`src/rtl/health_monitor.sv`:
```
// health_monitor: per-channel ADC threshold checker with persistence filter, sticky flags and Wishbone register file.
module health_monitor #(
  parameter logic [2:0]  PERSIST_COUNT       = 3'd4,
  parameter logic [31:0] UNSAFE_MASK_DEFAULT = 32'h0000_0000
) (
  input  logic        wb_clk_i,
  input  logic        wb_rst_i,
  input  logic        wb_cyc_i,
  input  logic        wb_stb_i,
  input  logic        wb_we_i,
  input  logic [15:0] wb_adr_i,
  input  logic [15:0] wb_dat_i,
  output logic [15:0] wb_dat_o,
  output logic        wb_ack_o,
  input  logic        adc_strb,
  input  logic [4:0]  adc_channel,
  input  logic [11:0] adc_data,
  output logic [31:0] sys_health,
  output logic        unsafe_sys_health,
  output logic        alarm_strb
);
  logic [11:0] lo [32];
  logic [11:0] hi [32];
  logic [2:0]  cnt [32];
  logic [31:0] sticky, mask, set, clr;
  logic        en, s1_v, req, wr, viol, trip;
  logic [4:0]  s1_ch;
  logic [11:0] s1_d, s1_lo, s1_hi;
  logic [2:0]  cnt_cur;
  logic [15:0] rd;

  assign req     = wb_cyc_i & wb_stb_i & ~wb_ack_o;
  assign wr      = req & wb_we_i;
  assign viol    = s1_v && (s1_d < s1_lo || s1_d > s1_hi);
  assign cnt_cur = cnt[s1_ch];
  assign trip    = viol && cnt_cur == PERSIST_COUNT - 3'd1;
  assign set     = trip ? 32'd1 << s1_ch : 32'd0;
  assign clr     = !wr ? 32'd0 :
                   wb_adr_i == 16'd68 ? {16'h0, wb_dat_i} :
                   wb_adr_i == 16'd69 ? {wb_dat_i, 16'h0} : 32'd0;

  always_comb
    rd = wb_adr_i < 16'd32 ? {4'h0, lo[wb_adr_i[4:0]]} :
         wb_adr_i < 16'd64 ? {4'h0, hi[wb_adr_i[4:0]]} :
         wb_adr_i == 16'd64 ? sys_health[15:0] :
         wb_adr_i == 16'd65 ? sys_health[31:16] :
         wb_adr_i == 16'd66 ? mask[15:0] :
         wb_adr_i == 16'd67 ? mask[31:16] :
         wb_adr_i == 16'd68 ? sticky[15:0] :
         wb_adr_i == 16'd69 ? sticky[31:16] :
         wb_adr_i == 16'd70 ? {15'h0, en} : 16'h0;

  always_ff @(posedge wb_clk_i) begin
    if (wb_rst_i) begin
      for (int i = 0; i < 32; i++) begin
        lo[i]  <= 12'h000;
        hi[i]  <= 12'hfff;
        cnt[i] <= 3'd0;
      end
      sticky            <= 32'h0;
      mask              <= UNSAFE_MASK_DEFAULT;
      en                <= 1'b1;
      s1_v              <= 1'b0;
      s1_ch             <= 5'd0;
      s1_d              <= 12'h0;
      s1_lo             <= 12'h0;
      s1_hi             <= 12'h0;
      wb_ack_o          <= 1'b0;
      wb_dat_o          <= 16'h0;
      sys_health        <= 32'hffff_ffff;
      unsafe_sys_health <= 1'b0;
      alarm_strb        <= 1'b0;
    end else begin
      wb_ack_o <= req;
      if (req) wb_dat_o <= rd;
      if (wr) begin
        if (wb_adr_i < 16'd32) lo[wb_adr_i[4:0]] <= wb_dat_i[11:0];
        else if (wb_adr_i < 16'd64) hi[wb_adr_i[4:0]] <= wb_dat_i[11:0];
        if (wb_adr_i == 16'd66) mask[15:0] <= wb_dat_i;
        if (wb_adr_i == 16'd67) mask[31:16] <= wb_dat_i;
        if (wb_adr_i == 16'd70) en <= wb_dat_i[0];
      end
      // thresholds are captured here, so a write in the strobe cycle applies to the next sample
      s1_v  <= adc_strb & en;
      s1_ch <= adc_channel;
      s1_d  <= adc_data;
      s1_lo <= lo[adc_channel];
      s1_hi <= hi[adc_channel];
      if (s1_v) begin
        cnt[s1_ch] <= !viol ? 3'd0 : cnt_cur == PERSIST_COUNT ? cnt_cur : cnt_cur + 3'd1;
        if (!viol) sys_health[s1_ch] <= 1'b1;
        else if (trip) sys_health[s1_ch] <= 1'b0;
      end
      alarm_strb        <= trip & sys_health[s1_ch];
      sticky            <= (sticky & ~clr) | set;
      unsafe_sys_health <= |(~sys_health & mask);
    end
  end
endmodule

```
`config.mk`:
```
export PLATFORM = sky130hd
export DESIGN_NAME = health_monitor
export DESIGN_NICKNAME = d
export VERILOG_FILES = /design/src/rtl/health_monitor.sv
export SDC_FILE = /design/constraint.sdc
export NUM_CORES = 2
export LEC_CHECK = 0
export ABC_AREA = 1
export BUFFER_PORTS_ARGS = -buffer_cell sky130_fd_sc_hd__buf_2
export CAP_MARGIN = 20
export CORE_ASPECT_RATIO = 1.2
export CORE_MARGIN = 2
export CORE_UTILIZATION = 57
export DETAILED_ROUTE_END_ITERATION = 6
export PLACE_DENSITY = 0.76
export SLEW_MARGIN = 20
export SYNTH_ARGS = -nofsm -noshare
export SYNTH_HDL_FRONTEND = slang
export SYNTH_SLANG_ARGS = --single-unit
```
`constraint.sdc`:
```
create_clock -name wb_clk_i -period 3.4 [get_ports wb_clk_i]
set_clock_uncertainty 0.15 [all_clocks]
set_input_delay 0.85 -clock wb_clk_i [delete_from_list [all_inputs] [get_ports wb_clk_i]]
set_output_delay 0.85 -clock wb_clk_i [all_outputs]
set_load 0.005 [all_outputs]
```
; ---- Word level (Yosys, flattened, before mapping)
; Memory sizes are Yosys's and may differ from the RTL's. A register that Yosys moved wholly into a read port is not among the register bits.
; Cells that the tools add are included.
[word_totals]
ramBits = 864
reg_bits = 134
output_inout_bits = 51
latch_bits = 0
in_bits = 55
wordCells = 104
romBits = 0
memories = 3
[classes]
reduce_logical = 12
addsub = 1
eq_ne = 10
bitwise_logic = 14
multipliers = 0
n_div = 0
n_lt_le_gt_ge = 6
n_mux = 45
shift = 1
[mem_list]
columns = name, depth, width, rd, rd_ports_with_merged_regs, wr, line
row1 = hi, 32, 12, 2, 1, 32, 23  ; logic [11:0] hi [32];
row2 = lo, 32, 12, 2, 1, 32, 22  ; logic [11:0] lo [32];
row3 = cnt, 32, 3, 1, 1, 32, 24  ; logic [2:0] cnt [32];
[ops]
columns = op, count
row1 = 32-bit two-way mux, 6
row2 = 16-bit two-way mux, 8
row3 = 16-bit by 7-bit == test with 1-bit output (second input constant), 7
row4 = 32-bit bitwise AND, 3
row5 = 32-bit NOT, 3
row6 = 32-bit bitwise OR, 2
row7 = 32-bit OR reduction, 1
row8 = 1-bit by 5-bit left shift with 32-bit output (first input constant), 1
row9 = 12-bit two-way mux, 2
row10 = 12-bit OR reduction, 2
row11 = 1-bit two-way mux, 20
row12 = 5-bit two-way mux, 4
row13 = 16-bit by 6-bit less-than comparator with 1-bit output (second input constant), 1
row14 = 16-bit by 7-bit less-than comparator with 1-bit output (second input constant), 1
row15 = 12-bit > comparator, 1
row16 = 12-bit less-than comparator, 1
row17 = 3-bit two-way mux, 3
row18 = 2-bit AND reduction, 4
row19 = 5-bit by 6-bit less-than comparator with 1-bit output (second input constant), 1
row20 = 1-bit bitwise AND, 5
row21 = 1-bit binary-select mux with 5-bit select, 1
row22 = 1-bit demux with 5-bit select, 1
row23 = 5-bit by 1-bit greater-or-equal comparator with 1-bit output (second input constant), 1
row24 = 3-bit by 1-bit adder with 3-bit output (second input constant), 1
row25 = other kinds (7), 9

; ---- Longest topological paths before layout
[depth]
word_depth = 10
depth_mapped = 18

; ---- Worst setup path after synthesis
; Ideal clock, no wire load.
[synth_timing]
path_kind = input port to flip-flop
start = in wb_cyc_i
end = mem hi[1][0] (enable)
n_path_buf = 0
required_ns = 2.852
arrival_time_ns = 2.759
path_stages = 8
slack_ns = 0.093
path_cell_list = nand2_1 -> nor2_4 -> nand2_2 -> inv_2 -> nand2_2 -> nor3_4 -> inv_2 -> o21ai_0
[synth_rtl]
columns = item, line
row1 = "start, declared", 8  ; input logic wb_cyc_i,
row2 = "end, declared", 23

==> impl_metrics.py <==
metrics = {
    "run_status": {
        "run_status": "complete, but fails checks",
        "violated_checks": "DRC",
    },
    "floorplanning": {
        "core_um2": 91890,
        "die_area_um2": 94980,
        "fp.dieW_um": 281.7,
        "floorplan.initialDensity": 0.5739,
        "die_height_um": 337.2,
        "design.portCount": 106,
        "rows": 122,
    },
    "min_path": {
        "min_path_type": "in2reg",
    },
    "timing": {
        "fraction_of_the_cycle_the_final_worst_path_needs": 0.9391,
        "final-setup-viol-count": 0,
        "min_period_ns": 3.193,
        "rsz_0062_raised_after_global_routing": "no",
        "report.final.hold_viol_count": 0,
        "worst_slew_pin_slew_ns": 0.8916,
        "clock.fmax_mhz": 313.2,
        "max_slew_margin": 0.4056,
        "final_max_slew_viol_count": 0,
    },
    "finish": {
        "post-route-util": 0.6421,
        "layout.cells.non_filler": 7428,
        "layout-area-overhead-vs-synth_pct": 11.88,
        "fraction_of_final_layout_cells_sized_beyond_drive_strength_1": 0.1117,
        "fill_cells": 7528,
        "most_common_cell_after_layout_fill_and_taps_aside": "nand2_1",
        "layout_common_cells": "nand2_1, nor2_1, edfxtp_1",
        "finalNetCount": 6184,
    },
    "synth": {
        "synth.net_count": 6198,
        "avgSynthCellArea_um2": 8.621,
        "synth.yosys.seq_area_share": 0.5519,
        "yosysWarnings": 0,
        "synth.cell_area_um2": 52740,
        "ys.flop_type": "edfxtp_1",
        "synth-async-reset-ratio": 0,
        "postSynthRegisterBits": 1022,
        "post_synth_num_cell_types": 49,
        "synth_enable_flop_cells": 864,
        "netlist_instances": 6117,
    },
    "route": {
        "drt_iter0_drc": 8314,
        "route.final.wire_length_um": 198800,
        "vias_per_cell": 6.574,
        "drt-wirelength-per-cell_um": 26.76,
        "drt_drc_violations_left": 2,
        "post_detailed_route_count_of_antenna_violating_nets": 0,
        "vias": 48835,
        "firstDrtPassIters": 7,
    },
    "cts": {
        "cts_htree_levels": 3,
        "clock_sinks": 1022,
        "cts_hold_buf": 0,
        "clk_latency_ns": 0.71,
        "post_cts_buffers": 0,
        "clk_root_buffer_cell": "clkbuf_16",
        "cts.repair.resized": 0,
        "ctsLongestPathBuffers": 3,
        "cts_tree": "done",
        "cts_inserted_buffers": 103,
        "clkSlewWorstSetupHoldPaths_ns": 0.06,
    },
    "pwr": {
        "vdd_ir_max_mv": 0.6538,
        "post-layout-total-power_mw": 28.89,
        "total_leakage_power_nw": 21.36,
        "p_per_cell_area_nw_per_um2": 489.6,
    },
    "flow_run": {
        "cap_viol_max_count": 0,
    },
    "setup_path": {
        "critPathLaunchType": "flip-flop",
        "critPathCaptureType": "flip-flop",
        "worst-endpoint-arrival_ns": 3.61,
        "setup.worst_path.class": "reg2reg",
        "path_max_fanout": 52,
        "critical_path_required_ns": 3.81,
    },
    "grt": {
        "grt.overflow.total": 0,
        "gr-usage-all-layers": 0.4135,
        "grt_pass1_vias": 45641,
        "globalRoute.busiestLayer": "met2",
        "met1_track_usage_gr": 0.5116,
        "global_route.usage.met3": 0.09572,
        "met2_track_usage_gr": 0.6484,
        "grt_antenna_before_repair": 8,
        "grt_first_pass_wirelength_um": 288600,
        "largest_net_degree_at_the_start_of_global_routing": 97,
    },
    "placement": {
        "gp_congestion": 1.003,
        "placed_cells_incl_taps": 7238,
        "detailed_place_hpwl_um": 132300,
        "io_buffer_count": 105,
    },
}
==> worst max-delay path: stages (launching register included) <==
cell and delay (ns):
dfxtp_1 0.48, nand2_1 0.15, inv_2 0.36, nand2_1 0.12, nand4_1 0.16, o211ai_1 0.15, nand2_1 0.15, nor2_4 0.06
inv_2 0.05, ha_1 0.13, ha_1 0.17, inv_1 0.08, nand2_2 0.22, buf_12 0.28, nand3_1 0.10, nand2_1 0.12
nand3_1 0.10
==> synth_stat cells, types with 6 or more instances <==
cell type / count / area (um^2)
inv_1: 248 / 930.9
buf_2: 119 / 595.6
o21bai_1: 8 / 60.06
ha_1: 26 / 325.3
o211ai_1: 83 / 623.1
nand4_1: 153 / 957.2
o221ai_1: 121 / 1060
o21ai_0: 553 / 2768
a211oi_1: 7 / 52.55
buf_4: 39 / 292.8
nor2_4: 9 / 101.4
buf_1: 25 / 93.84
o22ai_1: 73 / 456.7
nor3_1: 9 / 45.04
nand2_2: 8 / 50.05
buf_6: 7 / 78.83
dfxtp_1: 158 / 3163
nor2_2: 41 / 256.5
a21oi_1: 271 / 1356
edfxtp_1: 864 / 25940
nand2_1: 1472 / 5525
nor2_1: 989 / 3712
o21ai_1: 8 / 40.04
inv_2: 45 / 168.9
a22oi_1: 115 / 863.3
o21a_1: 32 / 240.2
clkbuf_1: 325 / 1220
nand3_1: 251 / 1256
nand3b_1: 6 / 45.04
==> metal layers <==
metal	up-vias	wire length (um)
li1	21032	-
met1	22756	66030
met2	4091	88950
met3	948	27450
met4	8	16310
met5	-	41
==> report_power, final <==
| group | internal, mW | total (mW) | switching, mW | leakage [nW] |
|---|---|---|---|---|
| logic | 0.882 | 3.32 | 2.43 | 10.6 |
| registers | 13.9 | 14.0 | 0.184 | 9.08 |
| clock network | 6.44 | 11.5 | 5.09 | 1.65 |
| total | 21.2 | 28.9 | 7.70 | 21.4 |
==> final timing paths <==
| kind | start | to | slack, ns | cells past startpoint |
|---|---|---|---|---|
| setup / recovery | s1_ch[1] | flip-flop | 0.21 | 16 |
| hold / removal | adc_data[8] | s1_d[8] | 0.20 | 3 |
| setup reg to reg | s1_ch[1] | flip-flop | 0.21 | 16 |
| hold reg to reg | mask[10] | mask[10] | 0.32 | 2 |
==> sequential cells by signal (all words and copies together) (netlist names), named ones only <==
register and cells:
s1_d 12, alarm_strb 1, wb_dat_o 16, mask 32, unsafe_sys_health 1, sticky 32
wb_ack_o 1, s1_lo 12, en 1, hi 384, s1_ch 5, s1_hi 12
cnt 96, s1_v 1, lo 384
==> per-stage QoR <==
stage / hold slack [ns] / area, um^2 / setup WS, ns / TNS [ns]
finish: 0.1987 / 59000 / 0.2070 / 0
global route: 0.2044 / 59000 / 0.02051 / 0
CTS: 0.1866 / 59000 / 0.3061 / 0
detailed placement: 0.3073 / 55640 / -0.09859 / -0.09859
global placement: 0.3029 / 55640 / -0.06373 / -0.06373
floorplan: 0.2693 / 52740 / 0.09290 / 0
==> kinds of logic after synthesis <==
group / Yosys count / synth area share
simple gates: 2960 / 0.2307
compound gates: 1290 / 0.1457
flops: 1022 / 0.5519
buf+inv: 815 / 0.06470
fa+ha+maj: 26 / 0.006169
mux: 4 / 0.0007592
==> cell type report <==
type | count | area, um^2 | share of cell area
diodes | 2 | 5.005 | 0.00008482
clock buffers | 128 | 2753 | 0.04665
clock inverters | 60 | 601.8 | 0.01020
inverters | 300 | 1154 | 0.01955
multi-input cells | 4280 | 20240 | 0.3430
flip-flops and latches | 1022 | 29110 | 0.4934
well taps | 1240 | 1551 | 0.02630
repair buffers | 396 | 3592 | 0.06088
(Power assumes the default switching activity.)
